$ cat src/rtl/mvau_weight_loader.sv
// Weight-stream loader for the per-PE MVAU weight memories.
// Streams PE*WMEM_DEPTH words address-major/PE-minor into registered bank write strobes.
module mvau_weight_loader #(
  parameter int unsigned SIMD         = 2,
  parameter int unsigned TW           = 1,
  parameter int unsigned PE           = 2,
  parameter int unsigned WMEM_DEPTH   = 4,
  parameter int unsigned WMEM_ADDR_BW = 4
) (
  input  logic                    aclk,
  input  logic                    areset,
  input  logic                    start,
  input  logic                    in_v,
  input  logic [SIMD*TW-1:0]      in_wgt,
  output logic                    in_rdy,
  output logic [PE-1:0]           wmem_we,
  output logic [WMEM_ADDR_BW-1:0] wmem_addr,
  output logic [SIMD*TW-1:0]      wmem_wdata,
  output logic                    busy,
  output logic                    done
);

  localparam int unsigned PeW   = (PE > 1) ? $clog2(PE) : 1;
  localparam int unsigned AddrW = (WMEM_DEPTH > 1) ? $clog2(WMEM_DEPTH) : 1;
  localparam int unsigned DataW = SIMD * TW;

  typedef enum logic [1:0] {StIdle, StLoad, StDone} state_e;

  state_e r_state, w_state_d;
  logic [PeW-1:0]          r_pe_cnt, w_pe_cnt_d;
  logic [AddrW-1:0]        r_addr_cnt, w_addr_cnt_d;
  logic                    r_armed;
  logic [PE-1:0]           r_we;
  logic [WMEM_ADDR_BW-1:0] r_addr;
  logic [DataW-1:0]        r_wdata;

  logic          w_accept;
  logic          w_pe_last;
  logic          w_addr_last;
  logic [PE-1:0] w_onehot;

  assign w_accept    = in_v && (r_state == StLoad);
  assign w_pe_last   = (r_pe_cnt == PeW'(PE - 1));
  assign w_addr_last = (r_addr_cnt == AddrW'(WMEM_DEPTH - 1));

  always_comb begin
    w_onehot = '0;
    for (int p = 0; p < PE; p++) begin
      w_onehot[p] = (r_pe_cnt == PeW'(p));
    end
  end

  always_comb begin
    w_state_d    = r_state;
    w_pe_cnt_d   = r_pe_cnt;
    w_addr_cnt_d = r_addr_cnt;
    case (r_state)
      StIdle: begin
        // r_armed masks a start coinciding with the first edge after reset release
        if (start && r_armed) begin
          w_state_d    = StLoad;
          w_pe_cnt_d   = '0;
          w_addr_cnt_d = '0;
        end
      end
      StLoad: begin
        if (w_accept) begin
          if (w_pe_last) begin
            w_pe_cnt_d = '0;
            if (w_addr_last) begin
              w_state_d = StDone;
            end else begin
              w_addr_cnt_d = r_addr_cnt + AddrW'(1);
            end
          end else begin
            w_pe_cnt_d = r_pe_cnt + PeW'(1);
          end
        end
      end
      StDone: begin
        w_state_d = StIdle;
      end
      default: begin
        w_state_d = StIdle;
      end
    endcase
  end

  always_ff @(posedge aclk or posedge areset) begin
    if (areset) begin
      r_state    <= StIdle;
      r_pe_cnt   <= '0;
      r_addr_cnt <= '0;
      r_armed    <= 1'b0;
    end else begin
      r_state    <= w_state_d;
      r_pe_cnt   <= w_pe_cnt_d;
      r_addr_cnt <= w_addr_cnt_d;
      r_armed    <= 1'b1;
    end
  end

  // Address and data hold between writes; only the enable drops.
  always_ff @(posedge aclk or posedge areset) begin
    if (areset) begin
      r_we    <= '0;
      r_addr  <= '0;
      r_wdata <= '0;
    end else begin
      r_we <= w_accept ? w_onehot : '0;
      if (w_accept) begin
        r_addr  <= WMEM_ADDR_BW'(r_addr_cnt);
        r_wdata <= in_wgt;
      end
    end
  end

  assign in_rdy     = (r_state == StLoad);
  assign busy       = (r_state == StLoad);
  assign done       = (r_state == StDone);
  assign wmem_we    = r_we;
  assign wmem_addr  = r_addr;
  assign wmem_wdata = r_wdata;

endmodule

$ cat config.mk
export PLATFORM = sky130hd
export DESIGN_NAME = mvau_weight_loader
export DESIGN_NICKNAME = d
export VERILOG_FILES = /design/src/rtl/mvau_weight_loader.sv
export SDC_FILE = /design/constraint.sdc
export NUM_CORES = 1
export LEC_CHECK = 0
export CAP_MARGIN = 30
export CORE_AREA = 2 2 39 41
export CTS_BUF_LIST = sky130_fd_sc_hd__clkbuf_4 sky130_fd_sc_hd__clkbuf_8 sky130_fd_sc_hd__clkbuf_16
export DETAILED_ROUTE_END_ITERATION = 7
export DIE_AREA = 0 0 41 43
export GPL_ROUTABILITY_DRIVEN = 0
export PLACE_DENSITY_LB_ADDON = 0.2
export SLEW_MARGIN = 30
export SYNTH_ARGS = -nofsm -noshare
export SYNTH_HDL_FRONTEND = slang
export SYNTH_SLANG_ARGS = --single-unit
$ cat constraint.sdc
create_clock -name aclk -period 3.4 [get_ports aclk]
set_input_delay 0.51 -clock aclk [delete_from_list [all_inputs] [get_ports aclk]]
set_output_delay 0.51 -clock aclk [all_outputs]
set_load 0.005 [all_outputs]
==> impl_metrics.py <==
metrics = {
    "route": {
        "viasPerCell": 4.91,
        "route.final.wire_length_microns": 917,
        "detailedRoute.firstIterationViolations": 4,
        "firstDrtPassIters": 3,
        "wire_per_inst_microns": 11.9,
        "num_vias": 378,
        "antenna_left": 0,
        "drc_errors": 0,
    },
    "sta": {
        "worst_clock_skew_ps": 2.06,
        "totalNegativeSetupSlack_ps": 0,
        "fmax_ghz": 0.484,
        "final_period_minus_worst_setup_slack_ps": 2070,
        "timing_hold_violations_final": 0,
        "grt_setup_unrepaired": "false",
        "timing.final.setup_violations": 0,
        "finalCritPeriodShare": 0.607,
        "slew_limit_fails": 0,
    },
    "power_and_ir_drop": {
        "powerDensity_mw_per_mm2": 809,
        "netSwitchingFraction": 0.299,
        "pwr-share-clk": 0.197,
        "fin_total_pwr_uw": 585,
        "power.switching_uw": 175,
        "vdd.ir_drop.worst_mv": 0.432,
        "comb_power_share": 0.388,
        "p_int_uw": 410,
        "seq_power_share": 0.415,
        "p_leak_uw": 0.000322,
    },
    "clocking": {
        "ctsRootBufferMaster": "clkbuf_4",
        "post_cts_setup_repair_buffer_count": 0,
        "hold_buffers": 0,
        "cts_max_path_buffers": 2,
        "cts_num_sinks": 12,
        "clock_pin_slew_reported_for_the_worst_setup_and_hold_paths_after_clock_tree_synthesis_ps": 80,
        "clock_latency_on_the_worst_skew_pair_ps": 280,
        "ctsHtreeMaxLevel": 1,
        "cts_resized": 0,
        "cts_tree": "built",
        "number_of_buffers_created_by_cts": 3,
    },
    "layout": {
        "combined_flip_flop_and_latch_cell_area_sq_um": 300,
        "final_cell_mix": "clkdlybuf4s50_1, dfrtp_1, mux2_2",
        "final_net_count": 69,
        "fill_cells": 141,
        "layout.cells.non_filler": 77,
        "drive_gt1_frac": 0.230,
        "antenna_cells_inserted": 0,
        "most_common_cell_after_layout_fill_and_taps_aside": "clkdlybuf4s50_1",
        "multi_input_comb_area_sq_um": 219,
        "flow.area_growth_from_synthesis_pct": 32.6,
    },
    "floorplan": {
        "fp.coreArea_sq_mm": 0.00138,
        "die_y_microns": 43,
        "ios": 17,
        "placement_rows": 14,
        "die_width_microns": 41,
        "die_outline_area_sq_mm": 0.00176,
        "initial_core_util": 0.394,
    },
    "setup_path": {
        "path_class": "register to output port",
        "critical_path.cell_chain": "nand2b_2 > inv_1 > clkdlybuf4s50_1",
        "timing.critical_path.from_type": "register",
        "dominant_delay_contributor_by_cell_family_on_the_critical_path": "buffers and inverters",
        "cp.arrival_ps": 1560,
        "max_stage_delay_ps": 500,
        "timing.critical_path.to_type": "output port",
        "r2r.worst_path.cells": 3,
        "crit_buf_inv": 2,
        "required_ps": 2890,
        "critPathLaunch": "r_state[1]",
        "path_max_fanout": 7,
        "critPathSlowestCell": "clkdlybuf4s50_1",
        "critical_path.reg2reg.endpoint": "r_addr_cnt[1]",
        "critical_path.endpoint": "busy",
        "rrSetupSlack_ps": 2080,
        "path_depth": 3,
        "r2r_start": "r_addr_cnt[0]",
    },
    "worst_hold_path": {
        "min_delay_worst_type": "register to register",
        "worst_hold_path.num_cells": 1,
    },
    "yosys": {
        "syn-instance-count": 45,
        "synth_cell_types": 22,
        "synth.yosys.warnings": 0,
        "avgSynthCellArea_sq_um": 12.1,
        "ys_seq_area_frac": 0.550,
        "edff_count_synth": 0,
        "yosys_register_bits": 12,
        "ys.flop_type": "dfrtp_1",
        "syn-cell-area_sq_um": 546,
        "postSynth.asyncResetShare": 1.00,
    },
    "grt": {
        "grt_pass1_wl_microns": 1500,
        "maximum_number_of_pins_on_one_net_before_global_route_repair": 13,
        "antenna_violations_before_repair": 0,
        "grt_overflow": 0,
        "track_usage": 0.130,
        "vias_in_the_first_global_route": 364,
    },
    "flow_run": {
        "max-cap-violations": 0,
    },
    "place": {
        "hpwl_microns": 672,
        "placedCellCount": 73,
        "place.port_buffers": 14,
    },
    "status": {
        "status": "completed",
    },
}
[registers in the layout, summed over array words and instances, names as in the netlist]
signal,cells
r_addr_cnt,2
r_state,2
wmem_addr,2
wmem_wdata,2
wmem_we,2
r_armed,1
r_pe_cnt,1
[kinds of logic after synthesis]
group	synth area share
AND/OR/NAND/NOR	0.151
flip-flops	0.550
AO/OA/AOI/OAI	0.0826
multiplexers	0.124
buffers and inverters	0.0550
other	0.0138
adder cells (fa/ha/maj)	0.0229
[worst min path at each step]
stage	startpoint	end	slack [ps]
finish	wmem_wdata[0]	wmem_wdata[0]	510
global route	wmem_addr[1]	wmem_addr[1]	530
CTS	wmem_wdata[0]	wmem_wdata[0]	510
detailed placement	wmem_wdata[0]	wmem_wdata[0]	500
global placement	wmem_addr[0]	wmem_addr[0]	490
floorplan	areset	r_addr_cnt[0]	370
[synthesized netlist by cell type, types with 2 or more instances]
master / number / area share
buf_4: 3 / 0.041
conb_1: 2 / 0.014
dfrtp_1: 12 / 0.55
inv_1: 2 / 0.014
mux2_2: 6 / 0.12
nand2_1: 2 / 0.014
nor2_1: 3 / 0.021
[layout make-up]
cell class	count	area share
Clock buffer	4	0.0502
Multi-Input combinational cell	29	0.303
Inverter	2	0.0104
Timing Repair Buffer	14	0.194
Tap cell	16	0.0277
Sequential cell	12	0.415
[through the flow]
| stage | worst slack, ps | area [sq um] | hold WS, ps | utilization |
|---|---|---|---|---|
| finish | 1330 | 723 | 509 | 0.523 |
| global route | 1280 | 723 | 534 | 0.523 |
| CTS | 1340 | 723 | 515 | 0.523 |
| detailed placement | 1570 | 687 | 497 | 0.496 |
| global placement | 1570 | 687 | 487 | 0.496 |
| floorplan | 2100 | 549 | 375 | - |
[routing by layer]
metal | up-vias | wire [microns] | part of all wire | global-route usage
met4 | 0 | 20 | 0.022 | 0.0600
met2 | 16 | 388 | 0.42 | 0.178
li1 | 184 | - | - | -
met5 | - | 0 | 0 | 0
met1 | 176 | 441 | 0.48 | 0.167
met3 | 2 | 66 | 0.072 | 0.0628
[power by group through the flow]
stage,Combinational (uW),Clock [uW],Sequential [uW]
6_report,227,115,243
2_1_floorplan,131,0,240
3_5_place_dp,229,0,247
3_3_place_gp,226,0,246
5_1_grt,252,126,252
4_1_cts,230,117,243
Note: power is estimated with default switching activity, not from simulation.
